<file path="src/rtl/host_axi_pkg.sv">
// Shared AXI4 response/burst encodings and the host-side driver state type,
// used by both the hostCtrl and hostMem AXI masters.
package host_axi_pkg;

  localparam logic [1:0] AXI_RESP_OKAY   = 2'b00;
  localparam logic [1:0] AXI_RESP_EXOKAY = 2'b01;
  localparam logic [1:0] AXI_RESP_SLVERR = 2'b10;
  localparam logic [1:0] AXI_RESP_DECERR = 2'b11;
  localparam logic [1:0] AXI_BURST_INCR  = 2'b01;

  typedef enum logic [2:0] {
    HM_IDLE    = 3'd0,
    HM_WR_REQ  = 3'd1,
    HM_WR_RESP = 3'd2,
    HM_RD_REQ  = 3'd3,
    HM_RD_DATA = 3'd4,
    HM_RSP     = 3'd5
  } hm_state_e;

  // States in which the driver waits on the slave and is guarded by the timeout.
  function automatic logic is_phase_state(input hm_state_e s);
    case (s)
      HM_WR_REQ, HM_WR_RESP, HM_RD_REQ, HM_RD_DATA: is_phase_state = 1'b1;
      default:                                      is_phase_state = 1'b0;
    endcase
  endfunction

endpackage

</file>
<file path="src/rtl/host_axi_timeout.sv">
// Per-phase wait counter: cleared by load, counts enabled cycles and flags the
// last permitted cycle of a phase.
module host_axi_timeout #(
  parameter int unsigned TIMEOUT_CYCLES = 1024
) (
  input  logic clk,
  input  logic rst,
  input  logic load,
  input  logic enable,
  output logic expired
);

  localparam int unsigned   CW   = $clog2(TIMEOUT_CYCLES + 1);
  localparam logic [CW-1:0] LAST = CW'(TIMEOUT_CYCLES - 1);

  logic [CW-1:0] cnt_r;

  // Wait counter, saturating at the terminal count.
  always_ff @(posedge clk or posedge rst) begin
    if (rst) begin
      cnt_r <= {CW{1'b0}};
    end else if (load) begin
      cnt_r <= {CW{1'b0}};
    end else if (enable && (cnt_r != LAST)) begin
      cnt_r <= cnt_r + CW'(1'b1);
    end else begin
      cnt_r <= cnt_r;
    end
  end

  assign expired = enable && (cnt_r == LAST);

endmodule

</file>
<file path="src/rtl/host_ctrl_axi_master.sv">
// Single-outstanding command/response to single-beat AXI4 master for the
// accelerator hostCtrl port; a phase timeout halts the block until reset.
module host_ctrl_axi_master
  import host_axi_pkg::*;
#(
  parameter int unsigned DATA_WIDTH     = 32,
  parameter int unsigned ADDR_WIDTH     = 16,
  parameter int unsigned STRB_WIDTH     = DATA_WIDTH / 8,
  parameter int unsigned ID_WIDTH       = 8,
  parameter int unsigned AXI_ID         = 0,
  parameter int unsigned TIMEOUT_CYCLES = 1024
) (
  input  logic                  clk,
  input  logic                  rst,
  input  logic                  cmd_valid,
  output logic                  cmd_ready,
  input  logic                  cmd_write,
  input  logic [ADDR_WIDTH-1:0] cmd_addr,
  input  logic [DATA_WIDTH-1:0] cmd_wdata,
  input  logic [STRB_WIDTH-1:0] cmd_wstrb,
  output logic                  rsp_valid,
  input  logic                  rsp_ready,
  output logic [DATA_WIDTH-1:0] rsp_rdata,
  output logic [1:0]            rsp_resp,
  output logic                  rsp_fault,
  output logic                  hung,
  output logic                  m_axi_awvalid,
  input  logic                  m_axi_awready,
  output logic [ID_WIDTH-1:0]   m_axi_awid,
  output logic [ADDR_WIDTH-1:0] m_axi_awaddr,
  output logic [7:0]            m_axi_awlen,
  output logic [2:0]            m_axi_awsize,
  output logic [1:0]            m_axi_awburst,
  output logic                  m_axi_awlock,
  output logic [3:0]            m_axi_awcache,
  output logic [2:0]            m_axi_awprot,
  output logic                  m_axi_wvalid,
  input  logic                  m_axi_wready,
  output logic [DATA_WIDTH-1:0] m_axi_wdata,
  output logic [STRB_WIDTH-1:0] m_axi_wstrb,
  output logic                  m_axi_wlast,
  input  logic                  m_axi_bvalid,
  output logic                  m_axi_bready,
  input  logic [ID_WIDTH-1:0]   m_axi_bid,
  input  logic [1:0]            m_axi_bresp,
  output logic                  m_axi_arvalid,
  input  logic                  m_axi_arready,
  output logic [ID_WIDTH-1:0]   m_axi_arid,
  output logic [ADDR_WIDTH-1:0] m_axi_araddr,
  output logic [7:0]            m_axi_arlen,
  output logic [2:0]            m_axi_arsize,
  output logic [1:0]            m_axi_arburst,
  output logic                  m_axi_arlock,
  output logic [3:0]            m_axi_arcache,
  output logic [2:0]            m_axi_arprot,
  input  logic                  m_axi_rvalid,
  output logic                  m_axi_rready,
  input  logic [ID_WIDTH-1:0]   m_axi_rid,
  input  logic [DATA_WIDTH-1:0] m_axi_rdata,
  input  logic [1:0]            m_axi_rresp,
  input  logic                  m_axi_rlast
);

  localparam logic [2:0]          AXI_SIZE = 3'($clog2(STRB_WIDTH));
  localparam logic [ID_WIDTH-1:0] AXI_ID_L = ID_WIDTH'(AXI_ID);

  hm_state_e             state_r;
  logic                  awvalid_r, wvalid_r, aw_done_r, w_done_r, bready_r;
  logic                  arvalid_r, rready_r;
  logic [ADDR_WIDTH-1:0] addr_r;
  logic [DATA_WIDTH-1:0] wdata_r;
  logic [STRB_WIDTH-1:0] wstrb_r;
  logic                  rsp_valid_r, rsp_fault_r, hung_r;
  logic [DATA_WIDTH-1:0] rsp_rdata_r;
  logic [1:0]            rsp_resp_r;

  logic cmd_ready_s, cmd_hs_s, aw_hs_s, w_hs_s, b_hs_s, ar_hs_s, r_hs_s;
  logic phase_done_s, in_phase_s, tmo_load_s, tmo_expired_s, abort_s;
  logic b_bad_s, r_bad_s;

  assign cmd_ready_s = (state_r == HM_IDLE) && !hung_r;

  // Handshake decode and phase completion for the current state.
  always_comb begin
    cmd_hs_s = cmd_valid && cmd_ready_s;
    aw_hs_s  = awvalid_r && m_axi_awready;
    w_hs_s   = wvalid_r && m_axi_wready;
    b_hs_s   = bready_r && m_axi_bvalid;
    ar_hs_s  = arvalid_r && m_axi_arready;
    r_hs_s   = rready_r && m_axi_rvalid;
    case (state_r)
      HM_WR_REQ:  phase_done_s = (aw_done_r || aw_hs_s) && (w_done_r || w_hs_s);
      HM_WR_RESP: phase_done_s = b_hs_s;
      HM_RD_REQ:  phase_done_s = ar_hs_s;
      HM_RD_DATA: phase_done_s = r_hs_s;
      default:    phase_done_s = 1'b0;
    endcase
    in_phase_s = is_phase_state(state_r);
    tmo_load_s = !in_phase_s || phase_done_s;
    // A handshake landing on the expiry cycle still completes the phase.
    abort_s    = tmo_expired_s && !phase_done_s;
    b_bad_s    = (m_axi_bid != AXI_ID_L);
    r_bad_s    = (m_axi_rid != AXI_ID_L) || !m_axi_rlast;
  end

  host_axi_timeout #(
    .TIMEOUT_CYCLES(TIMEOUT_CYCLES)
  ) u_timeout (
    .clk     (clk),
    .rst     (rst),
    .load    (tmo_load_s),
    .enable  (in_phase_s),
    .expired (tmo_expired_s)
  );

  // Command sequencing, AXI channel drivers and response capture.
  always_ff @(posedge clk or posedge rst) begin
    if (rst) begin
      state_r     <= HM_IDLE;
      awvalid_r   <= 1'b0;
      wvalid_r    <= 1'b0;
      aw_done_r   <= 1'b0;
      w_done_r    <= 1'b0;
      bready_r    <= 1'b0;
      arvalid_r   <= 1'b0;
      rready_r    <= 1'b0;
      addr_r      <= {ADDR_WIDTH{1'b0}};
      wdata_r     <= {DATA_WIDTH{1'b0}};
      wstrb_r     <= {STRB_WIDTH{1'b0}};
      rsp_valid_r <= 1'b0;
      rsp_rdata_r <= {DATA_WIDTH{1'b0}};
      rsp_resp_r  <= AXI_RESP_OKAY;
      rsp_fault_r <= 1'b0;
      hung_r      <= 1'b0;
    end else if (abort_s) begin
      awvalid_r   <= 1'b0;
      wvalid_r    <= 1'b0;
      bready_r    <= 1'b0;
      arvalid_r   <= 1'b0;
      rready_r    <= 1'b0;
      rsp_valid_r <= 1'b1;
      rsp_rdata_r <= {DATA_WIDTH{1'b0}};
      rsp_resp_r  <= AXI_RESP_SLVERR;
      rsp_fault_r <= 1'b1;
      hung_r      <= 1'b1;
      state_r     <= HM_RSP;
    end else begin
      case (state_r)
        HM_IDLE: begin
          if (cmd_hs_s) begin
            addr_r  <= cmd_addr;
            wdata_r <= cmd_wdata;
            wstrb_r <= cmd_wstrb;
            if (cmd_write) begin
              awvalid_r <= 1'b1;
              wvalid_r  <= 1'b1;
              aw_done_r <= 1'b0;
              w_done_r  <= 1'b0;
              state_r   <= HM_WR_REQ;
            end else begin
              arvalid_r <= 1'b1;
              state_r   <= HM_RD_REQ;
            end
          end
        end
        HM_WR_REQ: begin
          if (aw_hs_s) begin
            awvalid_r <= 1'b0;
            aw_done_r <= 1'b1;
          end
          if (w_hs_s) begin
            wvalid_r <= 1'b0;
            w_done_r <= 1'b1;
          end
          if (phase_done_s) begin
            bready_r <= 1'b1;
            state_r  <= HM_WR_RESP;
          end
        end
        HM_WR_RESP: begin
          if (b_hs_s) begin
            bready_r    <= 1'b0;
            rsp_valid_r <= 1'b1;
            rsp_rdata_r <= {DATA_WIDTH{1'b0}};
            rsp_resp_r  <= b_bad_s ? AXI_RESP_SLVERR : m_axi_bresp;
            rsp_fault_r <= b_bad_s;
            state_r     <= HM_RSP;
          end
        end
        HM_RD_REQ: begin
          if (ar_hs_s) begin
            arvalid_r <= 1'b0;
            rready_r  <= 1'b1;
            state_r   <= HM_RD_DATA;
          end
        end
        HM_RD_DATA: begin
          if (r_hs_s) begin
            rready_r    <= 1'b0;
            rsp_valid_r <= 1'b1;
            rsp_rdata_r <= m_axi_rdata;
            rsp_resp_r  <= r_bad_s ? AXI_RESP_SLVERR : m_axi_rresp;
            rsp_fault_r <= r_bad_s;
            state_r     <= HM_RSP;
          end
        end
        HM_RSP: begin
          if (rsp_ready) begin
            rsp_valid_r <= 1'b0;
            state_r     <= HM_IDLE;
          end
        end
        default: state_r <= HM_IDLE;
      endcase
    end
  end

  assign cmd_ready     = cmd_ready_s;
  assign rsp_valid     = rsp_valid_r;
  assign rsp_rdata     = rsp_rdata_r;
  assign rsp_resp      = rsp_resp_r;
  assign rsp_fault     = rsp_fault_r;
  assign hung          = hung_r;

  assign m_axi_awvalid = awvalid_r;
  assign m_axi_awid    = AXI_ID_L;
  assign m_axi_awaddr  = addr_r;
  assign m_axi_awlen   = 8'd0;
  assign m_axi_awsize  = AXI_SIZE;
  assign m_axi_awburst = AXI_BURST_INCR;
  assign m_axi_awlock  = 1'b0;
  assign m_axi_awcache = 4'd0;
  assign m_axi_awprot  = 3'd0;
  assign m_axi_wvalid  = wvalid_r;
  assign m_axi_wdata   = wdata_r;
  assign m_axi_wstrb   = wstrb_r;
  assign m_axi_wlast   = 1'b1;
  assign m_axi_bready  = bready_r;
  assign m_axi_arvalid = arvalid_r;
  assign m_axi_arid    = AXI_ID_L;
  assign m_axi_araddr  = addr_r;
  assign m_axi_arlen   = 8'd0;
  assign m_axi_arsize  = AXI_SIZE;
  assign m_axi_arburst = AXI_BURST_INCR;
  assign m_axi_arlock  = 1'b0;
  assign m_axi_arcache = 4'd0;
  assign m_axi_arprot  = 3'd0;
  assign m_axi_rready  = rready_r;

endmodule

</file>
<file path="config.mk">
export PLATFORM = sky130hd
export DESIGN_NAME = host_ctrl_axi_master
export DESIGN_NICKNAME = d
export VERILOG_FILES = /design/src/rtl/host_axi_pkg.sv /design/src/rtl/host_axi_timeout.sv /design/src/rtl/host_ctrl_axi_master.sv
export SDC_FILE = /design/constraint.sdc
export NUM_CORES = 1
export LEC_CHECK = 0
export CORE_UTILIZATION = 25
export CTS_CLUSTER_SIZE = 25
export DETAILED_ROUTE_END_ITERATION = 7
export GPL_ROUTABILITY_DRIVEN = 0
export PLACE_DENSITY = 0.6
export REMOVE_ABC_BUFFERS = 1
export SKIP_CTS_REPAIR_TIMING = 1
export SYNTH_ARGS = -nofsm -noshare
export SYNTH_HDL_FRONTEND = slang
export SYNTH_HIERARCHICAL = 1
export SYNTH_SLANG_ARGS = --single-unit
export TNS_END_PERCENT = 10
</file>
<file path="constraint.sdc">
create_clock -name clk -period 5 [get_ports clk]
set_input_delay 0.5 -clock clk [delete_from_list [all_inputs] [get_ports clk]]
set_output_delay 0.5 -clock clk [all_outputs]
set_load 0.05 [all_outputs]
</file>
Yosys cells after proc, flatten, opt, wreduce, memory -nomap -nowiden
Cells that the tools add are included.
Widths: inputs -> output; s select.
{ "totals": {"elab_cells": 141, "register_bits": 110, "in_bits": 115} }
{ "op_classes": {"reduce_logical": 42, "n_addsub": 1, "eq_ne": 21, "bitwise_logic": 1, "mux": 59} }
{ "ops": {"columns": ["operator", "count"], "rows": [
  ["$mux 32", 3],
  ["$pmux 32 s2", 1],
  ["$ne 3x3->1 const B", 10],
  ["$mux 1", 28],
  ["$mux 11", 2],
  ["$mux 3", 7],
  ["$pmux 3 s6", 1],
  ["$pmux 1 s2", 8],
  ["$reduce_and 4->1", 4],
  ["$reduce_bool 8->1", 2],
  ["$reduce_bool 3->1", 5],
  ["$mux 2", 6],
  ["$reduce_and 3->1", 4],
  ["$add 11x1->11 const B", 1],
  ["$eq 11x10->1 const B", 1],
  ["$logic_and 1x1->1", 11],
  ["$ne 11x10->1 const B", 1],
  ["$reduce_and 5->1", 2],
  ["$ne 2x2->1 const B", 4],
  ["$eq 3x2->1 const B", 2],
  ["$eq 3x3->1 const B", 2],
  ["$reduce_and 6->1", 1],
  ["$logic_not 1->1", 4],
  ["$logic_or 1x1->1", 4],
  ["other kinds (9)", 10]
]} }

Logic depth before layout (Yosys ltp)
{ "logic_depth": {"ltp_word": 8, "mapped_depth": 12, "mapped_depth_nobuf": 7} }

Cells and area by module
Netlist, hierarchy kept.
{ "modules_own_cells": {"columns": ["mod", "instances", "area_each_um2", "seq_area_each_um2", "cells_per_inst"], "rows": [
  ["host_ctrl_axi_master", 1, 4810.9, 2477.4, 445],
  ["host_axi_timeout", 1, 586.8, 275.3, 63]
]} }

Worst setup path after synthesis
Ideal clock, no wire load.
{ "synth_path": {"path_type": "register to register", "from": "reg state_r[0]", "to": "reg wvalid_r (netlist: m_axi_wvalid)", "path_buffers": 5, "arrival_time_ns": 2.784, "slack_ns": 2.080, "t_required_ns": 4.864, "path_stages_with_launch": 13, "cell_sequence": "dfrtp_1 -> buf_4 -> clkbuf_1 -> o21ai_0 -> and2_1 -> inv_1 -> or2_0 -> clkbuf_2 -> nor4_1 -> and3_1 -> buf_2 -> buf_1 -> a21oi_1"} }
{ "synth_between": {"elab_chain_len": 7} }
{ "synth_lines": {"columns": ["element", "line", "text"], "rows": [
  ["start, declared", "host_ctrl_axi_master.sv:67", "hm_state_e state_r;"],
  ["start signal, assigned", "host_ctrl_axi_master.sv:119", "state_r <= HM_IDLE;"],
  ["start signal, assigned", "host_ctrl_axi_master.sv:146", "state_r <= HM_RSP;"],
  ["start signal, assigned", "host_ctrl_axi_master.sv:159", "state_r <= HM_WR_REQ;"],
  ["$eq 3x3->1, or another cell as far along", "host_axi_pkg.sv:22", "case (s)"],
  ["$reduce_or 4->1 *", "host_axi_pkg.sv:22", null],
  ["$mux 1 *", "host_axi_pkg.sv:22", null],
  ["named net in_phase_s", "host_ctrl_axi_master.sv:78", "logic phase_done_s, in_phase_s, tmo_load_s, tmo_expired_s, abort_s;"],
  ["$logic_and 1x1->1 *", "host_axi_timeout.sv:31", "assign expired = enable && (cnt_r == LAST);"],
  ["named net tmo_expired_s", "host_ctrl_axi_master.sv:78", null],
  ["$logic_and 1x1->1 *", "host_ctrl_axi_master.sv:101", "abort_s = tmo_expired_s && !phase_done_s;"],
  ["$ne 3x3->1 (no line) / $reduce_bool 3->1 (equally long branches)", null, null],
  ["$reduce_and 4->1 (no line)", null, null],
  ["end signal, assigned", "host_ctrl_axi_master.sv:121", "wvalid_r <= 1'b0;"],
  ["end signal, assigned", "host_ctrl_axi_master.sv:137", "wvalid_r <= 1'b0;"],
  ["end signal, assigned", "host_ctrl_axi_master.sv:156", "wvalid_r <= 1'b1;"],
  ["end, declared", "host_ctrl_axi_master.sv:68", "logic awvalid_r, wvalid_r, aw_done_r, w_done_r, bready_r;"]
]} }
Mark *: on every way through the listed nets, which the timed path passes. The rest lies on a longest branch.
A chain may end at the register's enable or synchronous reset.

Worst setup path in the final report
{ "layout_path": {"from": "reg state_r[0]", "to": "reg wdata_r[26] (netlist: m_axi_wdata[26])"} }
{ "layout_between": {"elab_chain_len": 7} }
{ "layout_lines": {"columns": ["element", "line", "text"], "rows": [
  ["$eq 3x3->1, or another cell as far along", "host_axi_pkg.sv:22", null],
  ["$reduce_or 4->1 *", "host_axi_pkg.sv:22", null],
  ["$mux 1 *", "host_axi_pkg.sv:22", null],
  ["named net in_phase_s", "host_ctrl_axi_master.sv:78", null],
  ["$logic_and 1x1->1 *", "host_axi_timeout.sv:31", null],
  ["named net tmo_expired_s", "host_ctrl_axi_master.sv:78", null],
  ["$logic_and 1x1->1 *", "host_ctrl_axi_master.sv:101", null],
  ["$not 1->1 (no line) *", null, null],
  ["$reduce_and 3->1 (no line) *", null, null],
  ["end signal, assigned", "host_ctrl_axi_master.sv:128", "wdata_r <= {DATA_WIDTH{1'b0}};"],
  ["end signal, assigned", "host_ctrl_axi_master.sv:152", "wdata_r <= cmd_wdata;"],
  ["end, declared", "host_ctrl_axi_master.sv:71", "logic [DATA_WIDTH-1:0] wdata_r;"]
]} }
Marked as above.

==> metrics.yaml <==
status:
  status: "finished, final reports clean"
synth:
  syn-cell-area_um2: 5398
  synthCells: 508
  yosysWarningCount: 6
  yosysMostFrequentCell: "dfrtp_1"
  ys_seq_area_share_pct: 51.00
  ys_top_cells_by_count: "dfrtp_1, buf_4, a21oi_1, nand2_1, mux2_2"
  synth-edff-count: 0
  ys_async_sr_fraction_pct: 100.0
  yosys.area.top_type: "dfrtp_1"
  synth_area_leaders: "dfrtp_1, buf_4, mux2_2, a21oi_1, nand3_1"
  ys_ff_latch: 110
  synth_flop_cell: "dfrtp_1"
  synth_area_per_cell_um2: 10.63
  synth_top_area_share_pct: 51.00
  synth_cell_types: 61
worst_setup_path:
  crit_fanout: 52
  worst_ep_required_time_ns: 5.24
  cpPeakStageDelay_ns: 0.82
  path_cells: "or3_1 > and2_1 > inv_1 > or2_0 > nor4_1 > a31oi_4 > buf_4 > mux2_1"
  worstPathArrival_ns: 3.76
  cp-end-kind: "flip-flop"
  crit_slowest_cell: "nor4_1"
  startpoint_type: "flip-flop"
  path_class: "reg -> reg"
worst_hold_path:
  hold_path_class: "reg -> reg"
timing:
  setup_tns_ns: 0
  period_minus_slack_ns: 3.522
  relSlewSlack_pct: 31.58
  fin_crit_sh_pct: 70.44
  hold_violations: 0
  slew_viol_final: 0
  clock_skew_ns: 0.006119
  tightest_slew_ns: 1.017
  setup_viol: 0
  rsz0062_at_grt: "false"
  fmax_ghz: 0.2839
floorplan:
  die_x_um: 148.9
  rows: 53
  start_util_pct: 25.60
  die_h_um: 148.9
  die_area_um2: 22180
  io_pins: 285
  core_area_um2: 21090
route:
  dr.pass1.iters: 4
  post_drt_wl_per_cell_um: 14.35
  detail-route-antenna-nets: 0
  routed_wirelength_um: 14160
  drt_iter0_drc: 185
  drc: 0
  route.vias.total: 4302
  routed_via_density: 4.359
power:
  ir_worst_vdd_v: 0.0001530
  p_total_mw: 2.021
  power.leakage_nw: 3.288
  power.density_nw_per_um2: 257.8
cells_and_area:
  stdcell_area_um2: 7840
  fin_nets: 823
  multi_input_area_um2: 2138
  area_growth_syn_to_layout_pct: 45.25
  finish.utilization_pct: 37.18
  fillers: 2127
  antenna_cells: 0
  drive_gt1_share_pct: 10.25
  regArea_um2: 2753
global_route:
  track_usage_pct: 12.76
  antenna_found_initial: 0
  grt.overflow.total: 0
  grt_max_degree: 64
  grt_pass1_wl_um: 21950
  grt_pass1_vias: 4052
clock_tree:
  clk_latency_ns: 0.35
  cts_buffers: 9
  clk_path_buf_depth: 2
  root_buffer: "clkbuf_16"
  clk_pin_slew_ns: 0.08
  tritoncts: "yes"
  cts.sinks: 110
  cts_htree_levels: 3
placement:
  portBuffers: 225
  placed_cell_area_um2: 7557
  hpwl_um: 10100
job:
  cap_violations: 0
-- final timing paths --
| path | from | end | slack, ns | cells after the start |
|---|---|---|---|---|
| max in group asynchronous | rst | rsp_resp[0] | 3.33 | 3 |
| min in group asynchronous | rst | u_timeout/cnt_r[0] | 0.54 | 2 |
| hold reg to reg | m_axi_wdata[28] | m_axi_wdata[28] | 0.49 | 1 |
| hold / removal | m_axi_wdata[28] | m_axi_wdata[28] | 0.49 | 1 |
| setup reg to reg | state_r[0] | m_axi_wdata[26] | 1.48 | 8 |
| setup / recovery | state_r[0] | m_axi_wdata[26] | 1.48 | 8 |
-- critical path: cells and delay by family (launching register included) --
| kind | cells | cell delay, ns |
|---|---|---|
| flip-flops | 1 | 0.69 |
| AO/OA/AOI/OAI | 1 | 0.13 |
| buffers and inverters | 2 | 0.43 |
| AND/OR/NAND/NOR | 4 | 1.72 |
| multiplexers | 1 | 0.40 |
-- registers in the layout, indices dropped and copies added, names as in the netlist, 2 cells and up --
name and flops:
m_axi_wstrb 4, rsp_rdata 32, m_axi_wdata 32, m_axi_araddr 16, state_r 3, rsp_resp 2
u_timeout/cnt_r 11
-- power by group --
group          switching [mW]  total [mW]  internal [mW]
Combinational           0.255       0.398          0.143
Clock                   0.351       0.697          0.347
Sequential             0.0139       0.925          0.911
-- layout make-up --
cell class | instances | share of cell area, %
flip-flops and latches | 110 | 35.11
repair buffers | 231 | 29.30
multi-input cells | 349 | 27.27
well taps | 275 | 4.389
clock buffers | 9 | 2.873
clock inverters | 7 | 0.7341
inverters | 6 | 0.3192
-- cell usage in the layout, fill, tap and decap left out, types with 3 or more instances in the layout --
cell	count
conb_1	59
mux2_1	12
clkdlybuf4s50_1	225
nor4_1	3
dfrtp_1	110
o31ai_1	4
nand3_1	40
buf_4	6
nand2_1	48
and2_1	3
nor3b_1	4
or4_1	3
mux2_2	41
clkbuf_16	9
o21ai_0	7
inv_1	5
a21oi_1	50
nor2_1	17
nor3_1	8
-- kinds of logic (layout without fill, tap and decap cells) --
kind of cell | Yosys count | count (layout) | share of synthesized area [%]
DFF | 110 | 110 | 51.00
other | 2 | 59 | 0.1391
AOI/OAI and AO/OA | 84 | 84 | 9.690
xor gates and xnor gates | 2 | 2 | 0.3246
adders and majority gates | 1 | 1 | 0.2318
muxes | 55 | 55 | 11.43
buffers and inverters | 106 | 253 | 13.51
and+or+nand+nor | 148 | 148 | 13.68
-- per-stage QoR --
step           hold slack, ns  setup slack (ns)  instances
2_1_floorplan          0.3524             1.609        465
3_3_place_gp           0.4678             1.611        971
3_5_place_dp           0.4740             1.530        971
4_1_cts                0.4919             1.500        987
5_1_grt                0.5055             1.139        987
6_report               0.4854             1.478        987
-- per-layer routing --
layer / global-route usage, % / vias to the layer above / share of wire [%] / wire, um
met3: 4.495 / 9 / 9.6 / 1356
met1: 15.13 / 2052 / 41 / 5833
met2: 21.42 / 200 / 48 / 6788
met5: 0 / - / 0 / 0
li1: - / 2041 / - / -
met4: 4.133 / 0 / 1.3 / 185
Note: power is estimated with default switching activity, not from simulation.
